==> src/rtl/dr_pkg.sv <==
// Shared dual-rail encodings, decode helper and sink FSM state type.
package dr_pkg;

    typedef logic [1:0] dr_bit_t;

    localparam dr_bit_t DR_NULL = 2'b00;
    localparam dr_bit_t DR_ZERO = 2'b01;
    localparam dr_bit_t DR_ONE  = 2'b10;
    localparam dr_bit_t DR_ILL  = 2'b11;

    typedef enum logic {
        WAIT_DATA = 1'b0,
        WAIT_NULL = 1'b1
    } sink_state_e;

    // The true rail carries the binary value; an illegal pair decodes as 1.
    function automatic logic dr_decode(input dr_bit_t rail);
        return rail[1];
    endfunction

endpackage

==> src/rtl/dr_fp_sync_sink_sync_ff.sv <==
// Multi-flop synchronizer chain for a single-bit level crossing into clk.
module sync_ff #(
    parameter int STAGES = 2
) (
    input  logic clk,
    input  logic rst,
    input  logic d_i,
    output logic q_o
);

    logic [STAGES-1:0] chain_q;
    logic [STAGES-1:0] chain_d;

    assign chain_d[0] = d_i;

    generate
        for (genvar gi = 1; gi < STAGES; gi++) begin : g_stage
            assign chain_d[gi] = chain_q[gi-1];
        end
    endgenerate

    always_ff @(posedge clk or posedge rst) begin
        if (rst) begin
            chain_q <= '0;
        end else begin
            chain_q <= chain_d;
        end
    end

    assign q_o = chain_q[STAGES-1];

endmodule

==> src/rtl/dr_fp_sync_sink.sv <==
// Four-phase dual-rail sink: synchronized completion/spacer detection, token
// capture into a small FIFO, and a valid/ready binary output stream.
module dr_fp_sync_sink
    import dr_pkg::*;
#(
    parameter int WIDTH       = 32,
    parameter int SYNC_STAGES = 2,
    parameter int DEPTH       = 4
) (
    input  logic                   clk,
    input  logic                   rst,
    input  logic [WIDTH-1:0][1:0]  in,
    output logic                   ack_o,
    output logic [WIDTH-1:0]       dout,
    output logic                   dout_valid,
    input  logic                   dout_ready,
    output logic                   err
);

    localparam int AW = $clog2(DEPTH);

    logic [WIDTH-1:0] pair_valid;
    logic [WIDTH-1:0] pair_null;
    logic [WIDTH-1:0] pair_ill;
    logic [WIDTH-1:0] data_dec;
    logic             complete;
    logic             spacer;
    logic             illegal;
    logic             s_complete;
    logic             s_spacer;

    generate
        for (genvar gi = 0; gi < WIDTH; gi++) begin : g_pair
            assign pair_valid[gi] = (in[gi] != DR_NULL);
            assign pair_null[gi]  = (in[gi] == DR_NULL);
            assign pair_ill[gi]   = (in[gi] == DR_ILL);
            assign data_dec[gi]   = dr_decode(in[gi]);
        end
    endgenerate

    assign complete = &pair_valid;
    assign spacer   = &pair_null;
    assign illegal  = |pair_ill;

    sync_ff #(.STAGES(SYNC_STAGES)) u_sync_complete (
        .clk (clk),
        .rst (rst),
        .d_i (complete),
        .q_o (s_complete)
    );

    sync_ff #(.STAGES(SYNC_STAGES)) u_sync_spacer (
        .clk (clk),
        .rst (rst),
        .d_i (spacer),
        .q_o (s_spacer)
    );

    sink_state_e      state_q;
    sink_state_e      state_d;
    logic [AW:0]      wr_ptr_q;
    logic [AW:0]      wr_ptr_d;
    logic [AW:0]      rd_ptr_q;
    logic [AW:0]      rd_ptr_d;
    logic             err_q;
    logic             err_d;
    logic             push;
    logic             pop;
    logic             full;
    logic             empty;
    logic [WIDTH-1:0] fifo_mem [DEPTH];

    // Extra MSB distinguishes full from empty when the index bits match.
    assign empty = (wr_ptr_q == rd_ptr_q);
    assign full  = (wr_ptr_q[AW] != rd_ptr_q[AW]) &&
                   (wr_ptr_q[AW-1:0] == rd_ptr_q[AW-1:0]);
    assign pop   = !empty && dout_ready;

    always_comb begin
        state_d = state_q;
        push    = 1'b0;
        err_d   = err_q;
        unique case (state_q)
            WAIT_DATA: begin
                // Both flags are checked so a one-cycle skew between chains cannot misfire.
                if (s_complete && !s_spacer && !full) begin
                    push    = 1'b1;
                    err_d   = err_q | illegal;
                    state_d = WAIT_NULL;
                end
            end
            WAIT_NULL: begin
                if (s_spacer && !s_complete) begin
                    state_d = WAIT_DATA;
                end
            end
            default: state_d = WAIT_DATA;
        endcase
    end

    always_comb begin
        wr_ptr_d = wr_ptr_q + (AW+1)'(push);
        rd_ptr_d = rd_ptr_q + (AW+1)'(pop);
    end

    always_ff @(posedge clk or posedge rst) begin
        if (rst) begin
            state_q  <= WAIT_DATA;
            wr_ptr_q <= '0;
            rd_ptr_q <= '0;
            err_q    <= 1'b0;
        end else begin
            state_q  <= state_d;
            wr_ptr_q <= wr_ptr_d;
            rd_ptr_q <= rd_ptr_d;
            err_q    <= err_d;
        end
    end

    // Storage holds no reset; occupancy is governed entirely by the pointers.
    always_ff @(posedge clk) begin
        if (push) begin
            fifo_mem[wr_ptr_q[AW-1:0]] <= data_dec;
        end
    end

    assign ack_o      = (state_q == WAIT_NULL);
    assign dout_valid = !empty;
    assign dout       = empty ? '0 : fifo_mem[rd_ptr_q[AW-1:0]];
    assign err        = err_q;

endmodule
==> config.mk <==
export PLATFORM = sky130hd
export DESIGN_NAME = dr_fp_sync_sink
export DESIGN_NICKNAME = d
export VERILOG_FILES = /design/src/rtl/dr_pkg.sv /design/src/rtl/dr_fp_sync_sink_sync_ff.sv /design/src/rtl/dr_fp_sync_sink.sv
export SDC_FILE = /design/constraint.sdc
export NUM_CORES = 1
export LEC_CHECK = 0
export CELL_PAD_IN_SITES_DETAIL_PLACEMENT = 1
export CELL_PAD_IN_SITES_GLOBAL_PLACEMENT = 2
export CORE_MARGIN = 1.5
export CORE_UTILIZATION = 35
export DETAILED_ROUTE_END_ITERATION = 6
export PLACE_DENSITY_LB_ADDON = 0.1
export SYNTH_ARGS = -nofsm -noshare
export SYNTH_HDL_FRONTEND = slang
export SYNTH_SLANG_ARGS = --single-unit
export TNS_END_PERCENT = 20
==> constraint.sdc <==
create_clock -name clk -period 3.4 [get_ports clk]
set_input_delay 0.34 -clock clk [delete_from_list [all_inputs] [get_ports clk]]
set_output_delay 0.34 -clock clk [all_outputs]
set_load 0.02 [all_outputs]
==> run_results.csv <==
group,metric,value,unit
synthesis,yosysWarnings,0,
die,dieHeight,131.1,um
drt,wirelength,14760,um
critical_path,cpPeakStageDelay,0.78,ns
pwr,ir_drop,0.0003744,V
synthesis,avgSynthCellArea,18.07,sq um
drt,route.detailed.drc,0,
sta,finalSetupViolCount,0,
synthesis,synthDistinctLibCells,27,
cts,cts_tree,"built",
cts,cts_resized,0,
critical_path,critPathMaxFanout,19,
global_route,grt_pass1_vias,3785,
job,drv_cap,0,
cells_and_area,layout.nets,512,
sta,rsz0062_at_grt,"no",
global_route,antenna_found_initial,0,
cells_and_area,fin_area,7646,sq um
cts,htree_levels,4,
cts,hold_buffers,0,
critical_path,worst_setup_path_start_kind,"flop",
cells_and_area,layout_common_cells,"edfxtp_1, clkdlybuf4s50_1, nor2b_1, mux4_2, nor2_1",
global_route,grt_pass1_wl,22920,um
cts,cts_buffers,17,
placed_design,dpl_cell_area,7092,sq um
sta,min_period_over_period,91.54,%
die,core_area,15940,sq um
die,start_util,36.04,%
cells_and_area,drive_gt1_share,19.43,%
critical_path,rr_startpoint,"rd_ptr_q[0]",
cells_and_area,area_growth,33.08,%
cells_and_area,diodes,0,
critical_path,critPathRequiredTime,3.06,ns
critical_path,r2r_slack,1.05,ns
critical_path,endpoint_kind,"output port",
synthesis,syn-cell-area,5746,sq um
synthesis,postSynthCellCount,318,
cts,cts-root-buf,"clkbuf_16",
pwr,power.density,730.5,nW/um^2
synthesis,seq_area_frac_synth,72.13,%
cells_and_area,layout_commonest_cell,"edfxtp_1",
critical_path,crit_family,"buffers and inverters",
die,io_pins,102,
global_route,grt_max_degree,25,
placed_design,dp_hpwl,10460,um
global_route,track_usage,18.50,%
cts,clk_pin_slew,0.06,ns
synthesis,synth-seq-cells,140,
drt,drt_iter0_markers,198,
cts,clock_latency,0.42,ns
critical_path,path_cells,"buf_4 -> mux4_2 -> nor2b_1 -> clkdlybuf4s50_1",
drt,drt.antenna.violating_nets,0,
sta,finClkSkew,0.007450,ns
sta,max_freq,0.3213,GHz
die,die_area,17190,sq um
drt,via_per_inst,5.063,
cells_and_area,fill_cells,1540,
synthesis,syn_nets,389,
die,fp.dieW,131.1,um
critical_path,cp_num_buf_inv,2,
run_status,status,"finished clean",
global_route,overflow,0,
drt,drtPass1Iterations,4,
cells_and_area,seqCellArea,4145,sq um
critical_path,critPathArrivalTime,2.77,ns
critical_path,crit_type,"flop to output port",
critical_path,crit_path_top_delay_cell,"dfrtp_2",
critical_path,rr_worst_depth,5,
cts,cts_setup_buffers,0,
cts,cts.sinks,140,
cells_and_area,multi_input_area,1538,sq um
drt,avgRoutedWirePerCell,22.06,um
sta,slew_violations,0,
placed_design,place.gp.congestion,0.8026,
sta,hold_violations,0,
pwr,power.leakage,2.566,nW
sta,relSlewSlack,55.50,%
drt,via_count,3387,
sta,worst_slew_pin_slew,0.6614,ns
placed_design,io_buffers,101,
sta,finalWorstPathRequiredPeriod,3.112,ns
critical_path,r2r_end,"fifo_mem[0][9]",
hold_path,hp-class,"input pin to asynchronous set/reset pin",
cts,clockBufferDepth,2,
pwr,totalPowerFinal,5.585,mW
die,rows,46,
## per-stage QoR
step / setup slack, ns / hold WS, ns / cells / TNS [ns] / util [%]
floorplan: -0.2140 / 0.2047 / 318 / -27.39 / -
global placement: 0.6530 / 0.3366 / 638 / 0 / 44.48
finish: 0.2877 / 0.2376 / 669 / 0 / 47.96
detailed placement: 0.6530 / 0.3389 / 638 / 0 / 44.48
global route: 0.09909 / 0.2800 / 669 / 0 / 47.96
CTS: 0.1913 / 0.2531 / 669 / 0 / 47.96
## layer usage
metal,share of wire (%),global-route usage (%),vias to the layer above
li1,-,-,1530
met1,43,23.51,1751
met2,51,30.78,92
met3,4.4,4.128,14
met4,1.4,7.553,0
met5,0,0,-
## kinds of logic after synthesis
logic type / share of synthesized area, %
mux: 12.54
xor+xnor: 0.7623
flops: 72.13
simple gates: 9.822
fa+ha+maj: 0.8711
compound gates: 2.417
buf+inv: 1.459
## Yosys cell counts
library cell | n | area [sq um]
buf_2 | 7 | 35.03
nand2_1 | 2 | 7.510
nor4_1 | 10 | 62.56
clkbuf_1 | 1 | 3.750
buf_4 | 3 | 22.52
a22oi_1 | 16 | 120.1
inv_2 | 1 | 3.750
edfxtp_1 | 128 | 3844
xor2_1 | 3 | 26.28
xnor2_1 | 2 | 17.52
dfrtp_1 | 12 | 300.3
nor2_2 | 6 | 37.54
nor4_2 | 1 | 12.51
o22ai_1 | 1 | 6.260
o21bai_1 | 1 | 7.510
nand4_2 | 1 | 12.51
o21ai_0 | 1 | 5.000
nor3_1 | 5 | 25.02
inv_1 | 5 | 18.77
nor2b_1 | 33 | 206.5
nand4_1 | 12 | 75.07
mux4_2 | 32 | 720.7
and3_1 | 1 | 6.260
nand3_1 | 2 | 10.01
ha_1 | 4 | 50.05
or4_1 | 1 | 7.510
nor2_1 | 27 | 101.4
## sequential cells by signal, indices dropped and copies added (netlist names)
name	count
rd_ptr_q	3
wr_ptr_q	3
u_sync_spacer.chain_q	2
u_sync_complete.chain_q	2
fifo_mem	128
ack_o	1
err	1
## power by group
| part | switching [mW] | leakage (nW) | internal, mW |
|---|---|---|---|
| clock network | 0.687 | 0.271 | 1.06 |
| logic | 0.879 | 0.991 | 0.985 |
| registers | 0.0745 | 1.30 | 1.90 |
| total | 1.64 | 2.57 | 3.94 |
## worst max path at each step
| stage | startpoint | to | slack, ns | cells past startpoint |
|---|---|---|---|---|
| floorplan | rd_ptr_q[1] | fifo_mem[1][0] | -0.21 | 5 |
| global placement | rd_ptr_q[0] | dout[0] | 0.65 | 4 |
| detailed placement | rd_ptr_q[0] | dout[31] | 0.65 | 4 |
| CTS | rd_ptr_q[0] | dout[31] | 0.19 | 4 |
| global route | rd_ptr_q[0] | dout[27] | 0.1 | 4 |
| finish | rd_ptr_q[0] | dout[20] | 0.29 | 4 |
## final cells by class
cell class	count	area share (%)
Timing Repair Buffer	115	14.60
Tap cell	216	3.535
Inverter	6	0.2946
Multi-Input combinational cell	161	20.11
Clock inverter	14	1.685
Sequential cell	140	54.21
Clock buffer	17	5.564
Note: power is estimated with default switching activity, not from simulation.
